File: src/rtl/ex_alu_rs_pkg.sv
// Shared definitions for ALU execution units: op encodings, tag sentinel and
// default-width word/tag/address types.
package ex_alu_rs_pkg;

  localparam int UNLOCKED = 0;

  localparam int XLEN_DEF  = 32;
  localparam int TAG_W_DEF = 4;
  localparam int RA_W_DEF  = 5;

  typedef logic [XLEN_DEF-1:0]  word_t;
  typedef logic [TAG_W_DEF-1:0] regtag_t;
  typedef logic [RA_W_DEF-1:0]  regaddr_t;

  typedef enum logic [3:0] {
    OP_ADD  = 4'd0,
    OP_SUB  = 4'd1,
    OP_SLL  = 4'd2,
    OP_SRL  = 4'd3,
    OP_SRA  = 4'd4,
    OP_SLT  = 4'd5,
    OP_SLTU = 4'd6,
    OP_XOR  = 4'd7,
    OP_OR   = 4'd8,
    OP_AND  = 4'd9,
    OP_LUI  = 4'd10
  } sinst_t;

endpackage

File: src/rtl/ex_alu_rs_core.sv
// Purely combinational integer ALU: op, x, y -> result with XLEN wraparound.
// Undefined op codes produce zero.
module ex_alu_core
  import ex_alu_rs_pkg::*;
#(
  parameter int XLEN = 32,
  parameter int OP_W = 4
) (
  input  logic [OP_W-1:0] op,
  input  logic [XLEN-1:0] x,
  input  logic [XLEN-1:0] y,
  output logic [XLEN-1:0] result
);

  localparam int SH_W = $clog2(XLEN);

  logic signed [XLEN-1:0] sx;
  logic signed [XLEN-1:0] sy;
  logic        [SH_W-1:0] sh;

  assign sx = x;
  assign sy = y;
  assign sh = y[SH_W-1:0];

  always_comb begin
    result = '0;
    case (op)
      OP_ADD:  result = x + y;
      OP_SUB:  result = x - y;
      OP_SLL:  result = x << sh;
      OP_SRL:  result = x >> sh;
      OP_SRA:  result = sx >>> sh;
      OP_SLT:  result = {{(XLEN-1){1'b0}}, (sx < sy)};
      OP_SLTU: result = {{(XLEN-1){1'b0}}, (x < y)};
      OP_XOR:  result = x ^ y;
      OP_OR:   result = x | y;
      OP_AND:  result = x & y;
      OP_LUI:  result = x;
      default: result = '0;
    endcase
  end

endmodule

File: src/rtl/ex_alu_rs.sv
// ALU execution unit: DEPTH-entry reservation station snooping the CDB, firing
// the lowest-index ready entry into a registered valid/ready writeback port.
module ex_alu_rs
  import ex_alu_rs_pkg::*;
#(
  parameter int XLEN  = 32,
  parameter int DEPTH = 4,
  parameter int TAG_W = 4,
  parameter int RA_W  = 5,
  parameter int OP_W  = 4
) (
  input  logic                       clk,
  input  logic                       rst_n,
  input  logic                       flush,
  input  logic                       iss_valid,
  output logic                       iss_ready,
  input  logic [OP_W-1:0]            iss_op,
  input  logic [TAG_W-1:0]           iss_tagx,
  input  logic [TAG_W-1:0]           iss_tagy,
  input  logic [XLEN-1:0]            iss_datax,
  input  logic [XLEN-1:0]            iss_datay,
  input  logic [TAG_W-1:0]           iss_tagw,
  input  logic [RA_W-1:0]            iss_target,
  input  logic                       cdb_valid,
  input  logic [TAG_W-1:0]           cdb_tag,
  input  logic [XLEN-1:0]            cdb_data,
  output logic                       wb_valid,
  input  logic                       wb_ready,
  output logic [TAG_W-1:0]           wb_tagw,
  output logic [RA_W-1:0]            wb_target,
  output logic [XLEN-1:0]            wb_data,
  output logic [$clog2(DEPTH+1)-1:0] free_cnt
);

  localparam int IDX_W = $clog2(DEPTH);
  localparam int CNT_W = $clog2(DEPTH+1);
  localparam logic [TAG_W-1:0] NO_TAG = TAG_W'(UNLOCKED);

  logic [DEPTH-1:0] valid, valid_nxt, rdy_vec;
  logic [OP_W-1:0]  e_op     [DEPTH];
  logic [TAG_W-1:0] e_tagx   [DEPTH];
  logic [TAG_W-1:0] e_tagy   [DEPTH];
  logic [XLEN-1:0]  e_datax  [DEPTH];
  logic [XLEN-1:0]  e_datay  [DEPTH];
  logic [TAG_W-1:0] e_tagw   [DEPTH];
  logic [RA_W-1:0]  e_target [DEPTH];

  logic [IDX_W-1:0] free_idx, fire_idx;
  logic             fire, issue, hit_x, hit_y;
  logic [XLEN-1:0]  alu_result;

  function automatic logic [IDX_W-1:0] pick_low(input logic [DEPTH-1:0] v);
    pick_low = '0;
    for (int i = DEPTH-1; i >= 0; i--) begin
      if (v[i]) pick_low = IDX_W'(i);
    end
  endfunction

  function automatic logic [CNT_W-1:0] popcount(input logic [DEPTH-1:0] v);
    popcount = '0;
    for (int i = 0; i < DEPTH; i++) popcount = popcount + CNT_W'(v[i]);
  endfunction

  always_comb begin
    rdy_vec = '0;
    for (int i = 0; i < DEPTH; i++)
      rdy_vec[i] = valid[i] && (e_tagx[i] == NO_TAG) && (e_tagy[i] == NO_TAG);
  end

  assign iss_ready = (free_cnt != '0);
  assign free_idx  = pick_low(~valid);
  assign fire_idx  = pick_low(rdy_vec);
  assign fire      = (!wb_valid || wb_ready) && (|rdy_vec);
  assign issue     = iss_valid && iss_ready;
  // Forward a same-cycle broadcast into the issuing entry so no wakeup is lost.
  assign hit_x     = cdb_valid && (iss_tagx != NO_TAG) && (iss_tagx == cdb_tag);
  assign hit_y     = cdb_valid && (iss_tagy != NO_TAG) && (iss_tagy == cdb_tag);

  always_comb begin
    valid_nxt = valid;
    if (fire)  valid_nxt[fire_idx] = 1'b0;
    if (issue) valid_nxt[free_idx] = 1'b1;
  end

  ex_alu_core #(.XLEN(XLEN), .OP_W(OP_W)) u_core (
    .op     (e_op[fire_idx]),
    .x      (e_datax[fire_idx]),
    .y      (e_datay[fire_idx]),
    .result (alu_result)
  );

  // Entry payload: CDB snoop, then dispatch write (validity gates all use).
  always_ff @(posedge clk) begin
    for (int i = 0; i < DEPTH; i++) begin
      if (cdb_valid && (e_tagx[i] != NO_TAG) && (e_tagx[i] == cdb_tag)) begin
        e_datax[i] <= cdb_data;
        e_tagx[i]  <= NO_TAG;
      end
      if (cdb_valid && (e_tagy[i] != NO_TAG) && (e_tagy[i] == cdb_tag)) begin
        e_datay[i] <= cdb_data;
        e_tagy[i]  <= NO_TAG;
      end
    end
    if (issue) begin
      e_op[free_idx]     <= iss_op;
      e_tagx[free_idx]   <= hit_x ? NO_TAG : iss_tagx;
      e_tagy[free_idx]   <= hit_y ? NO_TAG : iss_tagy;
      e_datax[free_idx]  <= hit_x ? cdb_data : iss_datax;
      e_datay[free_idx]  <= hit_y ? cdb_data : iss_datay;
      e_tagw[free_idx]   <= iss_tagw;
      e_target[free_idx] <= iss_target;
    end
  end

  // Control and writeback register stage.
  always_ff @(posedge clk) begin
    if (!rst_n || flush) begin
      valid     <= '0;
      free_cnt  <= CNT_W'(DEPTH);
      wb_valid  <= 1'b0;
      wb_tagw   <= '0;
      wb_target <= '0;
      wb_data   <= '0;
    end else begin
      valid    <= valid_nxt;
      free_cnt <= CNT_W'(DEPTH) - popcount(valid_nxt);
      if (fire) begin
        wb_valid  <= 1'b1;
        wb_tagw   <= e_tagw[fire_idx];
        wb_target <= e_target[fire_idx];
        wb_data   <= alu_result;
      end else if (wb_ready) begin
        wb_valid  <= 1'b0;
      end
    end
  end

endmodule

File: config.mk
export PLATFORM = sky130hd
export DESIGN_NAME = ex_alu_rs
export DESIGN_NICKNAME = d
export VERILOG_FILES = /design/src/rtl/ex_alu_rs_pkg.sv /design/src/rtl/ex_alu_rs_core.sv /design/src/rtl/ex_alu_rs.sv
export SDC_FILE = /design/constraint.sdc
export NUM_CORES = 1
export LEC_CHECK = 0
export ABC_AREA = 1
export BUFFER_PORTS_ARGS = -buffer_cell sky130_fd_sc_hd__clkbuf_2
export CELL_PAD_IN_SITES_DETAIL_PLACEMENT = 0
export CELL_PAD_IN_SITES_GLOBAL_PLACEMENT = 1
export CORE_UTILIZATION = 51
export CTS_BUF_LIST = sky130_fd_sc_hd__clkbuf_2 sky130_fd_sc_hd__clkbuf_4 sky130_fd_sc_hd__clkbuf_8
export DETAILED_ROUTE_END_ITERATION = 10
export GPL_TIMING_DRIVEN = 0
export PLACE_DENSITY_LB_ADDON = 0.25
export SYNTH_ARGS = -nofsm -noshare
export SYNTH_HDL_FRONTEND = slang
export SYNTH_SLANG_ARGS = --single-unit
File: constraint.sdc
create_clock -name clk -period 9.3 [get_ports clk]
set_input_delay 0.465 -clock clk [delete_from_list [all_inputs] [get_ports clk]]
set_output_delay 0.465 -clock clk [all_outputs]
set_load 0.02 [all_outputs]
; ---- Word level (Yosys, flattened, before mapping)
; Memory sizes are Yosys's and may differ from the RTL's. A register that Yosys moved wholly into a read port is not among the register bits.
; Cells that the tools add are included.
[classes]
n_addsub = 6
n_lt_le_gt_ge = 6
eq_ne = 20
shift = 3
mux = 39
bitwise = 7
n_reduce_logical = 58
[ops]
columns = op, count
row1 = case mux 32 bit (11 select lines), 1
row2 = less-than comparator 32 bit, 2
row3 = two-way mux 32 bit, 2
row4 = equality test 4 bit, 10
row5 = nonzero test 4 bit, 10
row6 = zero test 4 bit, 9
row7 = adder 32 bit, 1
row8 = AND 32 bit, 1
row9 = logical AND 1 bit, 32
row10 = bitwise OR 32 bit, 1
row11 = left shift 32 x 5 -> 32 bit, 1
row12 = right shift 32 x 5 -> 32 bit, 1
row13 = >>> shifter 32 x 5 -> 32 bit, 1
row14 = subtractor 32 bit, 1
row15 = XOR 32 bit, 1
row16 = two-way mux 1 bit, 22
row17 = "equality test 4 x 3 -> 1 bit, second input constant", 4
row18 = two-way mux 2 bit, 8
row19 = two-way mux 4 bit, 4
row20 = "equality test 4 bit, second input constant", 3
row21 = "equality test 4 x 2 -> 1 bit, second input constant", 2
row22 = inverter 4 bit, 2
row23 = "less-than comparator 2 x 3 -> 1 bit, second input constant", 2
row24 = AND 4 bit, 1
row25 = 13 further kinds, 17
[word_totals]
ff_bits = 40
ram_bits = 340
input_bits = 127
out_inout_bits = 46
elab_cells = 150
memories = 7
[mem_list]
columns = memory, words, width, rd, rd_ports_with_merged_regs, write_ports, line_no
row1 = e_datax, 4, 32, 1, 0, 5, ex_alu_rs.sv:43  ; logic [XLEN-1:0] e_datax [DEPTH];
row2 = e_datay, 4, 32, 1, 0, 5, ex_alu_rs.sv:44  ; logic [XLEN-1:0] e_datay [DEPTH];
row3 = e_target, 4, 5, 1, 1, 1, ex_alu_rs.sv:46  ; logic [RA_W-1:0] e_target [DEPTH];
row4 = e_op, 4, 4, 1, 0, 1, ex_alu_rs.sv:40  ; logic [OP_W-1:0] e_op [DEPTH];
row5 = e_tagw, 4, 4, 1, 1, 1, ex_alu_rs.sv:45  ; logic [TAG_W-1:0] e_tagw [DEPTH];
row6 = e_tagx, 4, 4, 4, 0, 5, ex_alu_rs.sv:41  ; logic [TAG_W-1:0] e_tagx [DEPTH];
row7 = 1 more memories, -, -, -, -, -, -

; ---- Longest topological paths before layout
[depth]
word_depth = 20
mapped_depth = 36
ltp_nobuf = 32

; ---- Modules after synthesis
; Synthesis repeated with hierarchy kept, for this count alone.
[unflattened]
cells_unflattened = 3998
hier_area_um2 = 28244.6
[modules_own_cells]
columns = mod, instances, cells_per_inst, area_per_inst_um2, seq_area_each_um2
row1 = ex_alu_rs, 1, 1851, 17830.9, 11190.7
row2 = ex_alu_core, 1, 2147, 10413.7, 0.0

; ---- Least setup slack after synthesis
; Ideal clock, no wire load.
[synth_path]
kind = input -> register
startpoint = in cdb_tag[2]
endpoint = mem e_datay[2][0] (enable)
setup_time_ns = 0.484
t_arrival_ns = 3.949
t_required_ns = 8.816
setup_slack_ns = 4.867
stages = 5
n_path_buf = 1
path_cell_list = buf_2 clkinv_1 a221oi_1 nand3_1 o31ai_1
[synth_rtl]
columns = element, line_no
row1 = "start, declared", ex_alu_rs.sv:25  ; input logic [TAG_W-1:0] cdb_tag,
row2 = "end, declared", ex_alu_rs.sv:44

==> out/results.ini <==
[status]
status = completed

[finish]
nets = 4178
stdcell_count = 4699
areaGrowthSynthToFinish_pct = 12.4
n_fill_cell = 5163
drive_gt1_frac = 0.134
fin_util = 0.583

[cts]
clockRootBuffer = clkbuf_8
ctsHoldBuffers = 1
path_clk_slew_ps = 60
cts.sinks = 389
clk_path_buf_depth = 3
cts_resized = 0
cts_tree = built
htreeDepth = 3
post_cts_buffers = 0
clock_latency_ps = 670
numCtsBuffers = 66

[yosys]
ys_types = 57
ys_seq_elements = 389
synth_area_leaders = edfxtp_1 (36%), nand2_1 (13%), nand3_1 (8.8%)
syn_avg_cell_area_um2 = 7.59
yosysTopAreaCellShare = 0.364
synth_flop_cell = edfxtp_1
yosysTopAreaCell = edfxtp_1
syn_inst = 3698
synth_fp_nets = 3927
async_flop_share = 0
synth_edf_count = 340
yosysSeqAreaShare = 0.399
ys_warn_count = 0
synth_area_um2 = 28100

[die]
rows = 85
fp.dieW_um = 237
ios = 173
die_area_um2 = 56000
fp.dieH_um = 237
initial_core_util = 0.519
core_um2 = 54100

[timing]
fmax_ghz = 0.136
fin_crit_ps = 7340
worstMarginPinSlew_ps = 1240
setup_tns_ps = 0
hold_viol = 0
fin_skew_ps = 43.2
slew_violations = 0
grt_setup_unrepaired = no
setup_viol = 0
relSlewSlack = 0.168
fin_crit_sh = 0.789

[setup_path]
cp_num_buf_inv = 9
r2r_cells = 27
worstReg2RegStart = e_tagx[0][3]
cp.arrival_ps = 7830
critical-path-slowest-cell = o21ai_0
cp.depth = 27
path_class = flop to flop
crit_required_ps = 9790
crit_path_end_kind = flop
cp-startpoint = e_tagx[0][3]
path_delay_family = simple AND/OR/NAND/NOR gates
cpPeakStageDelay_ps = 800
cp-start-kind = flop
path_max_fanout = 10

[place]
place_hpwl_mm = 92.1
numPortBuffers = 170
dp.cells = 4576
gp_congestion = 1.05

[global_routing]
grt_start_max_net_pins = 28
first_global_vias = 27300
grt_first_pass_wirelength_mm = 175
groute.usage.overall = 0.426
antenna_found_initial = 1
grt_overflow = 0

[detailed_routing]
wirelength_mm = 121
wire_per_inst_um = 25.8
firstDrtPassIters = 7
route.detailed.drc = 0
antenna_left = 0
drt_iter0_drc = 4063
vias = 29100
avgViaCountPerCell = 6.20

[pwr]
p_leak_nw = 14.1
ir_drop_mv = 0.127
p_per_area_nw_per_um2 = 167

[min_path]
min_from = iss_op[0]
hold_path_depth = 1
hold_path_class = input port to flop

[job]
cap_violations = 0

[per-stage QoR]
stage / worst slack (ps) / hold slack [ps] / power (mW) / area (um^2)
floorplan: 4870 / 491 / 2.98 / 28100
global placement: 1490 / 453 / 3.54 / 29800
detailed placement: 2040 / 456 / 3.54 / 30100
CTS: 2000 / 0.0567 / 5.20 / 31600
global route: 1570 / 13.5 / 5.45 / 31600
finish: 1960 / 41.8 / 5.27 / 31600
[placed cells by master (no fill, tap or decap), drive strengths merged, types with 14 or more instances in the layout]
master,instances
clkinv,27
nand3,512
nand3b,75
xor2,34
dfxtp,49
nand2,1000
nand4,33
buf,120
o21bai,18
a21oi,154
clkbuf,357
ha,99
o21ai,403
inv,316
nor3,21
o22ai,51
or2,14
edfxtp,340
nor2,226
mux2i,64
[synth_stat cells (all sizes together), types with 51 or more instances]
cell and number:
clkbuf 97, nand3b 75, ha 99, nand3 512, mux2i 64, a21oi 154
o21ai 403, nor2 226, edfxtp 340, nand2 1000, inv 313, o22ai 51
buf 108
[worst register-to-register path, delay by kind of cell, from the launching register on]
family | cells | cell delay (ps)
AO/OA/AOI/OAI | 5 | 1960
XOR/XNOR | 1 | 190
adder cells (fa/ha/maj) | 1 | 410
buffers and inverters | 9 | 1960
flip-flops | 1 | 400
AND/OR/NAND/NOR | 11 | 2270
[cells by family after synthesis]
logic type | Yosys count | share of synthesized area
and+or+nand+nor | 1893 | 0.307
DFF | 389 | 0.399
adders and majority gates | 102 | 0.0463
AOI/OAI and AO/OA | 690 | 0.133
xor gates and xnor gates | 37 | 0.0115
buffers and inverters | 523 | 0.0807
muxes | 64 | 0.0228
[registers in the layout, indices dropped and copies added, names as in the netlist]
| name | cells |
|---|---|
| free_cnt | 3 |
| wb_tagw | 4 |
| e_tagy | 16 |
| wb_valid | 1 |
| e_datay | 128 |
| e_tagx | 16 |
| e_op | 16 |
| e_target | 20 |
| e_datax | 128 |
| wb_data | 32 |
| valid | 4 |
| e_tagw | 16 |
| wb_target | 5 |
[path summary, 6_finish.rpt]
| path | slack, ps | end |
|---|---|---|
| hold reg to reg | 460 | wb_data[0] |
| setup / recovery | 1960 | wb_data[12] |
| setup reg to reg | 1960 | wb_data[12] |
| hold / removal | 40 | e_op[1][0] |
[cell type report]
| cell class | instances | area, um^2 | share of cell area |
|---|---|---|---|
| Timing Repair Buffer | 183 | 1110 | 0.0352 |
| Inverter | 318 | 1200 | 0.0381 |
| Clock inverter | 31 | 310 | 0.00983 |
| Multi-Input combinational cell | 2786 | 14700 | 0.465 |
| Sequential cell | 389 | 11200 | 0.355 |
| Antenna cell | 1 | 2.50 | 0.0000793 |
| Buffer | 205 | 1060 | 0.0336 |
| Tap cell | 696 | 871 | 0.0276 |
| Clock buffer | 90 | 1130 | 0.0359 |
[routing by layer]
metal  GRT usage  routed length [um]  part of all wire  vias up
met4       0.274                9100             0.075        0
li1            -                   -                 -    13200
met5           0                   0                 0        -
met1       0.550               45700              0.38    13600
met2       0.662               53100              0.44     1943
met3      0.0757               13100              0.11      420
[power by group]
| part | switching (mW) | leakage [nW] | internal, mW | total [mW] |
|---|---|---|---|---|
| registers | 0.0175 | 3.57 | 1.98 | 1.99 |
| logic | 1.17 | 9.73 | 0.421 | 1.59 |
| clock network | 0.748 | 0.758 | 0.942 | 1.69 |
| total | 1.93 | 14.1 | 3.34 | 5.27 |
(Power assumes the default switching activity.)
